===== src/rtl/ccc_fabric_clkdiv.sv =====
// rtl/ccc_fabric_clkdiv.sv - multi-channel fabric clock divider / CE generator with lock indication
// Define CCC_FABRIC_CLKDIV_CFG_ERR_EN to add the sticky CFG_ERR output for dropped configuration writes.
module ccc_fabric_clkdiv #(
   parameter int NUM_CH      = 4,
   parameter int CH_W        = 2,
   parameter int DIV_W       = 8,
   parameter int DEFAULT_DIV = 4,
   parameter int LOCK_CYCLES = 16
) (
   input  logic              FAB_CLK,
   input  logic              RESET,
   input  logic              CFG_WE,
   input  logic [CH_W-1:0]   CFG_CH,
   input  logic [DIV_W-1:0]  CFG_DIV,
   output logic              CFG_BUSY,
   output logic [NUM_CH-1:0] CE,
   output logic [NUM_CH-1:0] CLKOUT,
`ifdef CCC_FABRIC_CLKDIV_CFG_ERR_EN
   output logic              CFG_ERR,
`endif
   output logic              LOCK
);

   localparam int LCW = $clog2(LOCK_CYCLES + 1);

   typedef enum logic {
      UNLOCKED = 1'b0,
      LOCKED   = 1'b1
   } lock_state_t;

   logic [DIV_W-1:0]  cnt      [NUM_CH];
   logic [DIV_W-1:0]  div_act  [NUM_CH];
   logic [DIV_W-1:0]  div_pend [NUM_CH];
   logic [DIV_W-1:0]  div_m1   [NUM_CH];
   logic [DIV_W-1:0]  half_m1  [NUM_CH];
   logic [NUM_CH-1:0] pend;
   logic [NUM_CH-1:0] term;
   logic [NUM_CH-1:0] apply;
   logic [NUM_CH-1:0] ce_q;
   logic [NUM_CH-1:0] clk_q;

   logic        cfg_ch_ok;
   logic        cfg_accept;
   lock_state_t state_q, state_d;
   logic [LCW-1:0] lock_cnt_q, lock_cnt_d;

   assign cfg_ch_ok  = (int'(CFG_CH) < NUM_CH);
   assign cfg_accept = CFG_WE && !CFG_BUSY && cfg_ch_ok;
   assign CFG_BUSY   = |pend;

   // A disabled (D=0) or D=1 channel has no meaningful terminal to wait for, so pending values apply at once.
   for (genvar g = 0; g < NUM_CH; g++) begin : g_ch
      assign div_m1[g]  = div_act[g] - DIV_W'(1);
      assign half_m1[g] = div_m1[g] >> 1;
      assign term[g]    = (div_act[g] != '0) && (cnt[g] == div_m1[g]);
      assign apply[g]   = pend[g] && ((div_act[g] < DIV_W'(2)) || term[g]);
   end

   always_ff @(posedge FAB_CLK) begin
      if (RESET) begin
         for (int i = 0; i < NUM_CH; i++) begin
            cnt[i]      <= '0;
            div_act[i]  <= DIV_W'(DEFAULT_DIV);
            div_pend[i] <= '0;
         end
         pend  <= '0;
         ce_q  <= '0;
         clk_q <= '0;
      end else begin
         for (int i = 0; i < NUM_CH; i++) begin
            ce_q[i] <= term[i];
            // Rise with the CE cycle, fall once ceil(D/2) high cycles have elapsed.
            if (div_act[i] == '0)
               clk_q[i] <= 1'b0;
            else if (term[i])
               clk_q[i] <= 1'b1;
            else if (cnt[i] == half_m1[i])
               clk_q[i] <= 1'b0;

            if (apply[i]) begin
               cnt[i]     <= '0;
               div_act[i] <= div_pend[i];
               pend[i]    <= 1'b0;
            end else if (term[i] || (div_act[i] == '0)) begin
               cnt[i] <= '0;
            end else begin
               cnt[i] <= cnt[i] + DIV_W'(1);
            end

            if (cfg_accept && (CFG_CH == CH_W'(i))) begin
               pend[i]     <= 1'b1;
               div_pend[i] <= CFG_DIV;
            end
         end
      end
   end

   assign CE     = ce_q;
   assign CLKOUT = clk_q;

   always_ff @(posedge FAB_CLK) begin
      if (RESET) begin
         state_q    <= UNLOCKED;
         lock_cnt_q <= '0;
      end else begin
         state_q    <= state_d;
         lock_cnt_q <= lock_cnt_d;
      end
   end

   always_comb begin
      state_d    = state_q;
      lock_cnt_d = lock_cnt_q;
      case (state_q)
         UNLOCKED: begin
            if (!CFG_BUSY) begin
               if (lock_cnt_q != LCW'(LOCK_CYCLES))
                  lock_cnt_d = lock_cnt_q + LCW'(1);
               if (lock_cnt_q >= LCW'(LOCK_CYCLES - 1))
                  state_d = LOCKED;
            end
         end
         LOCKED: begin
            if (cfg_accept) begin
               state_d    = UNLOCKED;
               lock_cnt_d = '0;
            end
         end
         default: begin
            state_d    = UNLOCKED;
            lock_cnt_d = '0;
         end
      endcase
   end

   assign LOCK = (state_q == LOCKED);

`ifdef CCC_FABRIC_CLKDIV_CFG_ERR_EN
   logic cfg_drop;
   logic cfg_err_q;

   assign cfg_drop = CFG_WE && !cfg_accept;

   always_ff @(posedge FAB_CLK) begin
      if (RESET)
         cfg_err_q <= 1'b0;
      else if (cfg_drop)
         cfg_err_q <= 1'b1;
   end

   assign CFG_ERR = cfg_err_q;
`endif

endmodule


===== config.mk =====
export PLATFORM = sky130hd
export DESIGN_NAME = ccc_fabric_clkdiv
export DESIGN_NICKNAME = d
export VERILOG_FILES = /design/src/rtl/ccc_fabric_clkdiv.sv
export SDC_FILE = /design/constraint.sdc
export NUM_CORES = 1
export LEC_CHECK = 0
export ABC_AREA = 1
export BUFFER_PORTS_ARGS = -buffer_cell sky130_fd_sc_hd__buf_2
export CAP_MARGIN = 10
export CORE_AREA = 2 2 88 153
export CTS_CLUSTER_SIZE = 40
export DETAILED_ROUTE_END_ITERATION = 16
export DIE_AREA = 0 0 90 155
export GPL_TIMING_DRIVEN = 0
export HOLD_SLACK_MARGIN = 0.03
export MAX_ROUTING_LAYER = met4
export PLACE_DENSITY = 0.81
export SYNTH_ARGS = -nofsm -noshare
export SYNTH_HDL_FRONTEND = slang
export SYNTH_SLANG_ARGS = --single-unit

===== constraint.sdc =====
create_clock -name FAB_CLK -period 4.9 [get_ports FAB_CLK]
set_clock_uncertainty 0.1 [all_clocks]
set_input_delay 0.49 -clock FAB_CLK [delete_from_list [all_inputs] [get_ports FAB_CLK]]
set_output_delay 0.49 -clock FAB_CLK [all_outputs]
set_load 0.02 [all_outputs]

==> results by group <==
Timing
  – RSZ-0062 raised after global routing: no
  – Fin worst setup slack: ~2.2 ns
  – Final Slew Violations: 0
  – Top achievable clock speed: 375 MHz
  – Worst-margin pin slew: around 0.65 ns
  – Hold Vio Cnt, Final: 0
  – Max_slew headroom: 0.564
  – Setup TNS: 0 ns
  – Final setup vio count: 0
  – Crit path time final: about 2.7 ns
  – Final period utilization: 0.544

Power
  – Pwr/cell area: around 320 nW/um2
  – Switching Fraction: 0.263
  – VDD IR max: 0.000355 V
  – Pleak: ~3.4 nW
  – Sequential power share: 0.467
  – Clk network pwr share: 0.410
  – Sw Pwr: roughly 660 uW
  – Comb power frac: 0.123
  – Pwr Total: ~2.5 mW
  – Power Internal: roughly 1.9 mW

Critical path
  – CP arrival: between 2 and 3 ns
  – Worst r2r src: div_act[2][0]
  – WP data required: ~5 ns
  – Crit path launch: div_act[2][0]
  – CP endpoint kind: register
  – WS Path Type: register to register
  – CP max FO: 8
  – Startpoint types: register

Synth
  – Synthesis Warnings: 0
  – Post-synthesis mux area share: 0
  – Mean Syn Cell Area: 8.25 um2
  – Combinational family with the most area after synthesis: simple AND/OR/NAND/NOR gates
  – Yosys reg bits: between 100 and 150
  – Synth Area in Compound Gates: 0.0316
  – Synthesized instance count: around 830
  – Share of synthesized registers carrying an async set or reset: 0
  – Mapped Area: slightly below 7000 um2
  – Post-Synth Simple-Gate Area: 0.323
  – Top_reg_cell synth: edfxtp_1
  – Post-Synth XOR/XNOR Area: 0.0690
  – Register area share after synthesis: 0.476
  – Synth cell types: 33
  – Post-synthesis adder-cell area fraction: 0.0220
  – Post-synth EDFFs: 96

Routing
  – Routed WL: 14.2 mm
  – DR WL/cell: 13.1 um
  – ANT nets after route: 0
  – Initial DRC Count: around 300
  – DRC: 0
  – Drt pass-1 iters: 6
  – Via count: ~5.5k
  – DR vias/cell: approximately 5

Floorplanning
  – Ports: 23
  – Initial Util: 0.532
  – Core area: approximately 13,000 um2
  – DIE AREA: 14,000 um2
  – Die X: 90 um
  – Core Rows: 55
  – Chip height: 155 um

Run
  – Max-Cap Viols: 0

Hold path
  – Min-Delay Path Class: primary input to register
  – Min-delay src: CFG_WE

Clock tree
  – CTS Root Cell: clkbuf_16
  – Clock transition at the registers of the reported paths: roughly 0.050 ns
  – TritonCTS Buffers: 17
  – CTS sink count: approximately 110
  – Post-CTS setup buffers: 0
  – CTS tree: yes
  – H-tree Lvls: 4
  – CTS Hold Bufs: 0
  – Clock Tree Buf Depth: 2
  – Post-CTS resize count: 0
  – Clk_lat worst skew: between 0.4 and 0.5 ns

Outcome
  – Status: complete, no violations

GRT
  – Global-route wire length before repair: 23.5 mm
  – Grt ovf: 0
  – Overall Global Routing Usage: 0.219
  – Vias in the first global route: 5,498
  – Initial antenna violation count: 0
  – Largest net degree at the start of global routing: 17

Final layout
  – Multi-input logic area: 3160 um2
  – Number of diodes: 0
  – Area added between synthesis and finish: 13.6%
  – Fillers: between 1k and 1.5k
  – Share of cells above drive strength 1: 0.115
  – Fin cells: between 1k and 1.5k
  – Reg area: around 3200 um2
  – Final nets: approximately 920

Placement
  – Post-detail-place hpwl: about 11 mm
  – # port buffers: 22
  – GPL Wtd Cong: about 0.94
  – Post-placement setup slack: 2.32 ns
  – Placed insts: roughly 1.1k
-- layout make-up --
class | instances | area share
Inverter | 135 | 0.0655
Multi-Input combinational cell | 602 | 0.408
Sequential cell | 114 | 0.419
Clock buffer | 21 | 0.0569
Timing Repair Buffer | 22 | 0.0142
Clock inverter | 10 | 0.00582
Buffer | 6 | 0.00323
Tap cell | 171 | 0.0276
-- power by group through the flow --
| stage | clock network, mW | logic, mW | registers [mW] |
|---|---|---|---|
| after CTS | 1.04 | 0.308 | 1.17 |
| after floorplan | 0 | 0.231 | 1.18 |
| final | 1.03 | 0.309 | 1.17 |
| after detailed placement | 0 | 0.302 | 1.19 |
| after global routing | 1.08 | 0.350 | 1.18 |
| after global placement | 0 | 0.290 | 1.19 |
-- synthesized netlist by cell type, drive strengths merged (11+ instances only) --
library cell | number | share of area
nand3 | 94 | 0.079
edfxtp | 96 | 0.42
inv | 135 | 0.074
nor3 | 16 | 0.012
xor2 | 35 | 0.045
xnor2 | 11 | 0.014
o21ai | 11 | 0.0081
nand4 | 21 | 0.019
dfxtp | 18 | 0.053
nand2 | 178 | 0.11
nor2 | 161 | 0.099
a21oi | 12 | 0.0088
ha | 12 | 0.022
-- cells by family (layout without fill, tap and decap cells) --
| kind of cell | after synthesis | in the layout |
|---|---|---|
| AO/OA/AOI/OAI | 31 | 31 |
| XOR/XNOR | 49 | 49 |
| adder cells (fa/ha/maj) | 12 | 12 |
| buffers and inverters | 141 | 194 |
| flip-flops | 114 | 114 |
| other | 1 | 32 |
| AND/OR/NAND/NOR | 478 | 478 |
-- through the flow --
stage               hold WS [ns]  utilization  cell area (um2)
CTS                        0.336        0.605             7740
finish                     0.339        0.605             7740
detailed placement         0.358        0.567             7250
global route               0.363        0.605             7740
floorplan                  0.380            -             6930
global placement           0.347        0.567             7250
-- sequential cells by signal (all words and copies together) (netlist names) --
signal and count:
cnt 32, CE 4, LOCK 1, div_act 32, CLKOUT 4, lock_cnt_q 5, pend 4, div_pend 32
-- worst paths after layout --
| check | slack [ns] | cells past startpoint | to |
|---|---|---|---|
| setup / recovery | 2.23 | 12 | div_act[2][2] |
| setup reg to reg | 2.23 | 12 | div_act[2][2] |
| hold / removal | 0.34 | 4 | LOCK |
| hold reg to reg | 0.36 | 2 | CLKOUT[1] |
-- routing by layer --
layer	vias to the layer above	GRT usage	part of all wire	wire length [um]
met5	-	-	0	0
li1	2785	-	-	-
met2	122	0.424	0.57	8030
met1	2512	0.195	0.36	5090
met4	0	0.116	0.040	573
met3	45	0.0431	0.033	470
-- placed cells by master (no fill, tap or decap), drive strengths merged, types with 21 or more instances in the layout --
cell type | Yosys | routed
nor2 | 161 | 161
nand3 | 94 | 94
conb | 1 | 32
xor2 | 35 | 35
nand2 | 178 | 178
inv | 135 | 135
buf | 2 | 24
nand4 | 21 | 21
clkbuf | 4 | 25
edfxtp | 96 | 96
-- critical path, stage by stage, from the launching register on --
cell,delay (ns)
edfxtp_1,0.43
inv_2,0.16
ha_1,0.23
nand2_2,0.12
o21ai_1,0.26
nand2_1,0.11
nand2_1,0.09
nand2_1,0.05
nor2_1,0.18
nand4_1,0.15
nand2_2,0.14
nand2_1,0.07
nand2_1,0.26
Note: power is estimated with default switching activity, not from simulation.
